<file path="config.mk">
export PLATFORM = sky130hd
export DESIGN_NAME = eth_tx_frame_builder
export DESIGN_NICKNAME = d
export VERILOG_FILES = /design/src/rtl/eth_tx_frame_builder.sv
export SDC_FILE = /design/constraint.sdc
export NUM_CORES = 1
export LEC_CHECK = 0
export CORE_MARGIN = 4
export CORE_UTILIZATION = 49
export CTS_CLUSTER_DIAMETER = 40
export DETAILED_ROUTE_END_ITERATION = 8
export HOLD_SLACK_MARGIN = 0.03
export PLACE_DENSITY = 0.73
export SKIP_LAST_GASP = 1
export SYNTH_ARGS = -nofsm -noshare
export SYNTH_HDL_FRONTEND = slang
export SYNTH_SLANG_ARGS = --single-unit
</file>
<file path="constraint.sdc">
create_clock -name logic_clk -period 4.06 [get_ports logic_clk]
set_input_delay 0.812 -clock logic_clk [delete_from_list [all_inputs] [get_ports logic_clk]]
set_output_delay 0.812 -clock logic_clk [all_outputs]
set_load 0.02 [all_outputs]
</file>
<file path="src/rtl/eth_tx_frame_builder.sv">
// eth_tx_frame_builder: turns a header command plus a payload byte stream
// into a single 8-bit AXI-Stream Ethernet frame (header + payload). The
// downstream MAC adds padding and the FCS. A payload whose length does not
// match the command ends with tuser=1 so that the TX frame FIFO drops it.
module eth_tx_frame_builder #(
  parameter int MAX_PAYLOAD = 1500,
  parameter int CNT_WIDTH   = 16
) (
  input  logic                 logic_clk,
  input  logic                 logic_rst,
  input  logic                 cmd_valid,
  output logic                 cmd_ready,
  input  logic [47:0]          cmd_dst_mac,
  input  logic [47:0]          cmd_src_mac,
  input  logic [15:0]          cmd_ethertype,
  input  logic [15:0]          cmd_len,
  input  logic [7:0]           s_payload_tdata,
  input  logic                 s_payload_tvalid,
  output logic                 s_payload_tready,
  input  logic                 s_payload_tlast,
  output logic [7:0]           m_axis_tdata,
  output logic                 m_axis_tvalid,
  input  logic                 m_axis_tready,
  output logic                 m_axis_tlast,
  output logic                 m_axis_tuser,
  output logic                 busy,
  output logic                 err_short,
  output logic                 err_long,
  output logic                 err_oversize,
  output logic [CNT_WIDTH-1:0] frames_sent
);

  typedef enum logic [1:0] {IDLE, HDR, PAY, DRAIN} state_t;

  state_t      state;
  logic [47:0] dst_r;
  logic [47:0] src_r;
  logic [15:0] type_r;
  logic [15:0] len_r;
  logic [3:0]  hdr_cnt;
  logic [15:0] pay_cnt;
  logic [7:0]  hdr_byte;
  logic        adv;
  logic        pay_hs;

  // Output register may load when it is empty or its byte is being taken
  assign adv       = !m_axis_tvalid || m_axis_tready;
  assign cmd_ready = (state == IDLE);
  assign busy      = (state != IDLE);
  assign pay_hs    = s_payload_tvalid && s_payload_tready;

  // Payload is only pulled when it can be forwarded, or when discarding
  always_comb begin
    s_payload_tready = 1'b0;
    if (state == PAY)        s_payload_tready = adv;
    else if (state == DRAIN) s_payload_tready = 1'b1;
  end

  // Header byte select: dst MAC, src MAC, EtherType, most significant first
  always_comb begin
    hdr_byte = 8'h00;
    case (hdr_cnt)
      4'd0:    hdr_byte = dst_r[47:40];
      4'd1:    hdr_byte = dst_r[39:32];
      4'd2:    hdr_byte = dst_r[31:24];
      4'd3:    hdr_byte = dst_r[23:16];
      4'd4:    hdr_byte = dst_r[15:8];
      4'd5:    hdr_byte = dst_r[7:0];
      4'd6:    hdr_byte = src_r[47:40];
      4'd7:    hdr_byte = src_r[39:32];
      4'd8:    hdr_byte = src_r[31:24];
      4'd9:    hdr_byte = src_r[23:16];
      4'd10:   hdr_byte = src_r[15:8];
      4'd11:   hdr_byte = src_r[7:0];
      4'd12:   hdr_byte = type_r[15:8];
      4'd13:   hdr_byte = type_r[7:0];
      default: hdr_byte = 8'h00;
    endcase
  end

  // Frame FSM, output register, error pulses and good-frame counter
  always_ff @(posedge logic_clk) begin
    if (logic_rst) begin
      state         <= IDLE;
      dst_r         <= '0;
      src_r         <= '0;
      type_r        <= '0;
      len_r         <= '0;
      hdr_cnt       <= '0;
      pay_cnt       <= '0;
      m_axis_tdata  <= '0;
      m_axis_tvalid <= 1'b0;
      m_axis_tlast  <= 1'b0;
      m_axis_tuser  <= 1'b0;
      err_short     <= 1'b0;
      err_long      <= 1'b0;
      err_oversize  <= 1'b0;
      frames_sent   <= '0;
    end else begin
      err_short    <= 1'b0;
      err_long     <= 1'b0;
      err_oversize <= 1'b0;
      // Byte consumed (or register empty): drop valid unless reloaded below
      if (adv) m_axis_tvalid <= 1'b0;

      case (state)
        IDLE: begin
          if (cmd_valid) begin
            dst_r  <= cmd_dst_mac;
            src_r  <= cmd_src_mac;
            type_r <= cmd_ethertype;
            len_r  <= cmd_len;
            if (cmd_len > 16'(MAX_PAYLOAD)) begin
              // Oversize: emit nothing, just swallow the payload
              err_oversize <= 1'b1;
              state        <= DRAIN;
            end else begin
              hdr_cnt <= '0;
              state   <= HDR;
            end
          end
        end

        HDR: begin
          if (adv) begin
            m_axis_tvalid <= 1'b1;
            m_axis_tdata  <= hdr_byte;
            m_axis_tuser  <= 1'b0;
            m_axis_tlast  <= 1'b0;
            hdr_cnt       <= hdr_cnt + 4'd1;
            if (hdr_cnt == 4'd13) begin
              if (len_r == '0) begin
                m_axis_tlast <= 1'b1;
                frames_sent  <= frames_sent + CNT_WIDTH'(1);
                state        <= IDLE;
              end else begin
                pay_cnt <= len_r;
                state   <= PAY;
              end
            end
          end
        end

        PAY: begin
          if (pay_hs) begin
            m_axis_tvalid <= 1'b1;
            m_axis_tdata  <= s_payload_tdata;
            if (pay_cnt == 16'd1) begin
              m_axis_tlast <= 1'b1;
              if (s_payload_tlast) begin
                m_axis_tuser <= 1'b0;
                frames_sent  <= frames_sent + CNT_WIDTH'(1);
                state        <= IDLE;
              end else begin
                // Source still has bytes: mark bad and discard the rest
                m_axis_tuser <= 1'b1;
                err_long     <= 1'b1;
                state        <= DRAIN;
              end
            end else if (s_payload_tlast) begin
              m_axis_tlast <= 1'b1;
              m_axis_tuser <= 1'b1;
              err_short    <= 1'b1;
              state        <= IDLE;
            end else begin
              m_axis_tlast <= 1'b0;
              m_axis_tuser <= 1'b0;
              pay_cnt      <= pay_cnt - 16'd1;
            end
          end
        end

        DRAIN: begin
          if (pay_hs && s_payload_tlast) state <= IDLE;
        end

        default: state <= IDLE;
      endcase
    end
  end

endmodule

</file>
==> results of run 1 <==
==> worst paths after layout <==
check            start                to  slack [ns]  cells after the start
max           state[0]  s_payload_tready        0.73                      6
min          src_r[37]         src_r[37]        0.46                      2
max reg2reg   state[0]        pay_cnt[9]        0.89                      7
min reg2reg  src_r[37]         src_r[37]        0.46                      2
==> flip-flops by register name, indices dropped and copies added, names as in the netlist, 2 cells and up <==
signal and flops:
hdr_cnt 4, frames_sent 16, src_r 48, len_r 16, pay_cnt 16, m_axis_tdata 8
type_r 16, state 2, dst_r 48
==> per-layer routing <==
| layer | vias to the layer above | share of wire [%] |
|---|---|---|
| met5 | - | 0 |
| met3 | 38 | 6.2 |
| li1 | 4083 | - |
| met1 | 3972 | 41 |
| met4 | 0 | 2.2 |
| met2 | 287 | 51 |
==> worst max-delay path: stages (launching register included) <==
cell	delay, ns
dfxtp_1	0.35
inv_1	0.12
ha_1	0.50
buf_4	0.33
nor2_1	0.06
a21oi_1	0.12
clkdlybuf4s50_1	0.62
==> Yosys cell counts, drive strengths merged, types with 3 or more instances <==
cell type	n	area, um^2
nor2	34	128
clkbuf	70	274
a221oi	9	78.8
or4	7	52.6
nand3	20	100
nor3	12	60.1
dfxtp	180	3600
nand2	282	1060
a222oi	12	120
a31oi	7	58.8
a22oi	11	82.6
o311ai	19	166
inv	15	56.3
mux2i	3	30.0
nand4	15	93.8
or2	4	25.0
a21oi	167	836
nand2b	3	18.8
nor2b	13	81.3
o41ai	4	35.0
mux4	6	135
a211oi	3	22.5
o21ai	25	125
a211o	3	27.5
a22o	11	96.3
nor3b	6	45.0
o211ai	5	37.5
o31ai	19	143
and3	14	88.8
a21o	3	22.5
buf	20	111
or3	3	18.8
mux2	7	78.8
and4	4	35.0
ha	14	175
nor4	11	83.8
a32oi	3	26.3
a221o	3	30.0
==> area by class of cell <==
class                           instances  share of cell area (%)
Clock buffer                           18                    3.94
Clock inverter                         14                    1.52
Inverter                               16                   0.552
Multi-Input combinational cell        785                    40.7
Sequential cell                       180                    33.1
Tap cell                              220                    2.53
Timing Repair Buffer                  194                    17.6
==> metrics by stage <==
step                hold slack (ns)  cell area [um^2]  utilization (%)  cells  power, mW
finish                        0.456             10900             64.9   1427       6.27
global route                  0.472             10900             64.9   1427       6.60
CTS                           0.456             10900             64.9   1427       6.26
detailed placement            0.446             10300             61.4   1395       4.58
global placement              0.439             10300             61.4   1395       4.55
floorplan                     0.432              8470                -   1071       3.81
==> cell families after synthesis <==
logic type / synth area share (%)
AOI/OAI and AO/OA: 24.2
xor gates and xnor gates: 0.103
adders and majority gates: 2.07
buffers and inverters: 5.26
DFF: 42.6
muxes: 2.88
and+or+nand+nor: 23.0
==> power by group through the flow <==
| stage | registers [mW] | clock network (mW) | logic [mW] |
|---|---|---|---|
| CTS | 2.30 | 1.70 | 2.25 |
| floorplan | 2.34 | 0 | 1.47 |
| global placement | 2.33 | 0 | 2.22 |
| global route | 2.34 | 1.76 | 2.49 |
| detailed placement | 2.34 | 0 | 2.24 |
| finish | 2.31 | 1.69 | 2.27 |
==> flow_metrics.py, run 1 <==
metrics = {
    "drt": {
        "drt_wl_total_um": 25700,
        "ant_nets": 0,
        "dr_total_vias": 8380,
        "firstDrtPassIters": 7,
        "drtIter0Drc": 907,
        "drc_errors": 0,
        "viasPerCell": 5.87,
        "wl_per_cell_um": 18.0,
    },
    "pwr": {
        "powerDensity_nw_per_um2": 577,
        "seq_power_share_pct": 36.8,
        "p_sw_share_pct": 38.3,
        "net-switching-power_mw": 2.40,
        "p_int_mw": 3.87,
        "p_leak_nw": 3.87,
        "irDropWorstVdd_mv": 0.431,
        "power_frac_comb_pct": 36.2,
        "clkPwrFrac_pct": 27.0,
    },
    "timing": {
        "skew_ns": 0.00994,
        "finalSetupViolCount": 0,
        "max_freq_mhz": 300,
        "final.setup.tns_ns": 0,
        "finalWorstSetupSlack_ns": 0.732,
        "maxSlewViolCount": 0,
        "finalHoldViolations": 0,
        "rsz0062_at_grt": "no",
        "worstMarginPinSlew_ns": 1.37,
        "finalCritPeriodShare_pct": 82.0,
        "slew_headroom_pct": 8.56,
        "min_period_ns": 3.33,
    },
    "layout": {
        "areaGrowthSynthToFinish_pct": 28.5,
        "multi_input_area_um2": 4430,
        "diodes": 0,
        "nFillCells": 1532,
        "final_nets": 1350,
        "layout_common_cells": "nand2_1, dfxtp_1, clkdlybuf4s50_1, a21oi_1, nor2_1",
        "layout-drive-gt1-share_pct": 6.55,
        "regArea_um2": 3600,
        "final_common_cell": "nand2_1",
    },
    "placed_design": {
        "gp_congestion": 0.860,
        "dp_hpwl_um": 17900,
        "pre_cts_ws_ns": 0.631,
        "portBuffers": 174,
    },
    "status": {
        "outcome": "finished, final reports clean",
    },
    "synthesis": {
        "synth-async-reset-ratio_pct": 0,
        "synth_area_um2": 8470,
        "synth_edf_count": 0,
        "syn_nets": 1227,
        "ys.flop_type": "dfxtp_1",
        "synth_seq_cells": 180,
        "synth-warning-count": 0,
        "yosys.cell_types.count": 67,
        "synthCells": 1071,
        "seq_area_frac_synth_pct": 42.6,
        "synth_area_per_cell_um2": 7.91,
    },
    "clock_network": {
        "cts_tree": "built",
        "postCtsResizedCells": 0,
        "h-tree-depth": 4,
        "cts_setup_buffers": 0,
        "root_buffer": "clkbuf_16",
        "clk_pin_slew_ns": 0.07,
        "clock_sinks": 180,
        "cts_buffer_depth": 2,
        "cts_buffers": 17,
        "clock_latency_ns": 0.43,
        "holdBufCountCts": 0,
    },
    "critical_path": {
        "cp-end-kind": "output pin",
        "crit_required_ns": 3.25,
        "path_max_fanout": 17,
        "start_kind": "register",
        "worstPathArrival_ns": 2.52,
        "crit_type": "reg -> out",
    },
    "floorplan": {
        "num_rows": 47,
        "fp.dieH_um": 139,
        "core_um2": 16800,
        "chipWidth_um": 139,
        "die_area_um2": 19400,
        "initial_core_util_pct": 50.5,
        "ios": 175,
    },
    "global_routing": {
        "grt_pass1_vias": 7930,
        "grt_util_met2_pct": 45.3,
        "track_usage_pct": 25.6,
        "gr-total-overflow": 0,
        "busiest_layer": "met2",
        "grt_max_degree": 64,
        "antenna_found_initial": 0,
        "grt_use_met1_pct": 31.6,
        "grt.met3_usage_pct": 5.04,
        "grt_pass1_wl_um": 40800,
    },
    "flow_run": {
        "max_cap_viol_count": 0,
    },
    "min_path": {
        "hold_path.class": "reg -> reg",
    },
}
Note: power is estimated with default switching activity, not from simulation.
==> inputs of run 2 (changes only) <==
Settings changed: CORE_UTILIZATION 49 to 47.
Clock period 4.06 ns to 2.98 ns, I/O delays scaled along.
==> run 2 against run 1 <==
Combinational power increased by 39%; final cell count rose by 1.2%; non-clock buffer count is 12 higher; sequential power up 36%; global-route usage down 0.49 points; core utilization shrank 1.9 points; die area is 4.0% higher; clock skew up 0.00075 ns; largest cell class unchanged; largest power group is now combinational logic.
==> flow_metrics.py, run 2 (same netlist as run 1, synthesis figures left out) <==
metrics = {
    "status": {
        "outcome": "finished, final reports clean",
    },
    "min_path": {
        "min_to": "src_r[23]",
        "min_from": "src_r[23]",
        "whs_path_depth": 2,
        "hold_path.class": "reg -> reg",
    },
    "clock_network": {
        "root_buffer": "clkbuf_16",
        "clock_sinks": 180,
        "cts_tree": "built",
        "cts_buffers": 17,
        "clk_pin_slew_ns": 0.08,
        "h-tree-depth": 4,
        "holdBufCountCts": 0,
        "cts_setup_buffers": 0,
        "clock_latency_ns": 0.44,
        "cts_buffer_depth": 2,
    },
    "layout": {
        "final_nets": 1362,
        "areaGrowthSynthToFinish_pct": 30.0,
        "diodes": 0,
        "nFillCells": 1526,
        "largest_registers": "dst_r x48, src_r x48",
        "layout-drive-gt1-share_pct": 7.55,
        "final_common_cell": "nand2_1",
        "finalNonFillerCells": 1444,
        "layout_common_cells": "nand2_1, dfxtp_1, clkdlybuf4s50_1, a21oi_1, nor2_1",
    },
    "floorplan": {
        "core_um2": 17500,
        "fp.dieH_um": 142,
        "num_rows": 48,
        "ios": 175,
        "die_area_um2": 20200,
        "chipWidth_um": 142,
        "initial_core_util_pct": 48.5,
    },
    "critical_path": {
        "r2r_end": "m_axis_tdata[3]",
        "cp-end-kind": "register",
        "path_max_fanout": 19,
        "worstPathArrival_ns": 3.09,
        "startpoint": "hdr_cnt[0]",
        "ff2ff_path_depth": 6,
        "rrSetupSlack_ns": 0.25,
        "reg2reg_from": "hdr_cnt[0]",
        "crit_type": "reg -> reg",
        "start_kind": "register",
        "crit_required_ns": 3.33,
    },
    "timing": {
        "worstMarginPinSlew_ns": 0.827,
        "finalHoldViolations": 0,
        "finalSetupViolCount": 0,
        "slew_headroom_pct": 44.9,
        "skew_ns": 0.0107,
        "rsz0062_at_grt": "no",
        "final.setup.tns_ns": 0,
        "finalCritPeriodShare_pct": 91.6,
        "max_freq_mhz": 366,
        "min_period_ns": 2.73,
        "maxSlewViolCount": 0,
    },
    "global_routing": {
        "gr-total-overflow": 0,
        "grt_pass1_wl_um": 40800,
        "grt_max_degree": 78,
        "grt_pass1_vias": 7815,
        "antenna_found_initial": 0,
        "track_usage_pct": 25.1,
    },
    "placed_design": {
        "dp_hpwl_um": 18400,
        "gp_congestion": 0.842,
        "dpl.cell_count": 1412,
        "portBuffers": 174,
    },
    "drt": {
        "viasPerCell": 5.85,
        "ant_nets": 0,
        "firstDrtPassIters": 6,
        "drt_wl_total_um": 25900,
        "drtIter0Drc": 735,
        "dr_total_vias": 8454,
        "drc_errors": 0,
        "wl_per_cell_um": 18.0,
    },
    "flow_run": {
        "max_cap_viol_count": 0,
    },
    "pwr": {
        "powerDensity_nw_per_um2": 782,
        "irDropWorstVdd_mv": 0.533,
        "p_leak_nw": 3.95,
    },
}
[run 2: cell count changes in the layout (fill, tap and decap cells not counted), moves of 3 or more]
cell	before	now
buf_4	19	30
clkinv_8	0	3
inv_6	5	0
inv_8	3	6
[run 2: routing by layer]
metal / part of all wire, % / up-vias / global-route usage, % / routed length, um
li1: - / 4109 / - / -
met1: 42 / 3994 / 33.0 / 11000
met5: 0 / - / 0 / 0
met2: 48 / 309 / 40.3 / 12500
met4: 2.8 / 0 / 8.89 / 728
met3: 6.8 / 42 / 6.22 / 1760
[run 2: area by class of cell]
| cell class | count | area, um^2 | area share, % |
|---|---|---|---|
| Tap cell | 225 | 282 | 2.56 |
| Sequential cell | 180 | 3600 | 32.7 |
| Clock buffer | 17 | 425 | 3.86 |
| Timing Repair Buffer | 206 | 2020 | 18.3 |
| Multi-Input combinational cell | 785 | 4430 | 40.3 |
| Clock inverter | 15 | 185 | 1.68 |
| Inverter | 16 | 60.1 | 0.546 |
[run 2: worst max-delay path, stage by stage (launching register included)]
cell,delay (ns)
dfxtp_1,0.47
ha_1,0.75
buf_4,0.30
o21ai_0,0.09
a21oi_1,0.47
o21ai_0,0.31
a211oi_1,0.26
[run 2: worst max path at each step]
stage | endpoint | slack, ns | cells after the start
after floorplan | frames_sent[15] | 0.61 | 8
after global placement | s_payload_tready | 0.32 | 4
after detailed placement | m_axis_tdata[3] | 0.30 | 8
after CTS | s_payload_tready | 0.02 | 6
after global routing | m_axis_tdata[3] | 0.03 | 6
final | m_axis_tdata[3] | 0.25 | 6
[run 2: stage by stage]
stage	power [mW]	utilization (%)	hold WS, ns	setup slack [ns]	instance area (um^2)
after global placement	6.27	59.5	0.442	0.318	10400
after floorplan	5.19	-	0.432	0.612	8470
final	8.61	63.0	0.457	0.249	11000
after CTS	8.61	63.0	0.457	0.0200	11000
after detailed placement	6.32	59.5	0.447	0.304	10400
after global routing	9.10	63.0	0.470	0.0337	11000
[run 2: timing repair]
| item | 4_1_cts | 5_1_grt |
|---|---|---|
| endpoints found under the setup margin | 0 | 1 |
| gates resized for setup | 0 | 1 |
| hold endpoints to repair | 0 | 0 |
[run 2: where the power goes]
| group | leakage (nW) | switching, mW | internal [mW] |
|---|---|---|---|
| registers | 1.47 | 0.302 | 2.85 |
| clock network | 0.297 | 1.09 | 1.21 |
| logic | 2.18 | 1.94 | 1.22 |
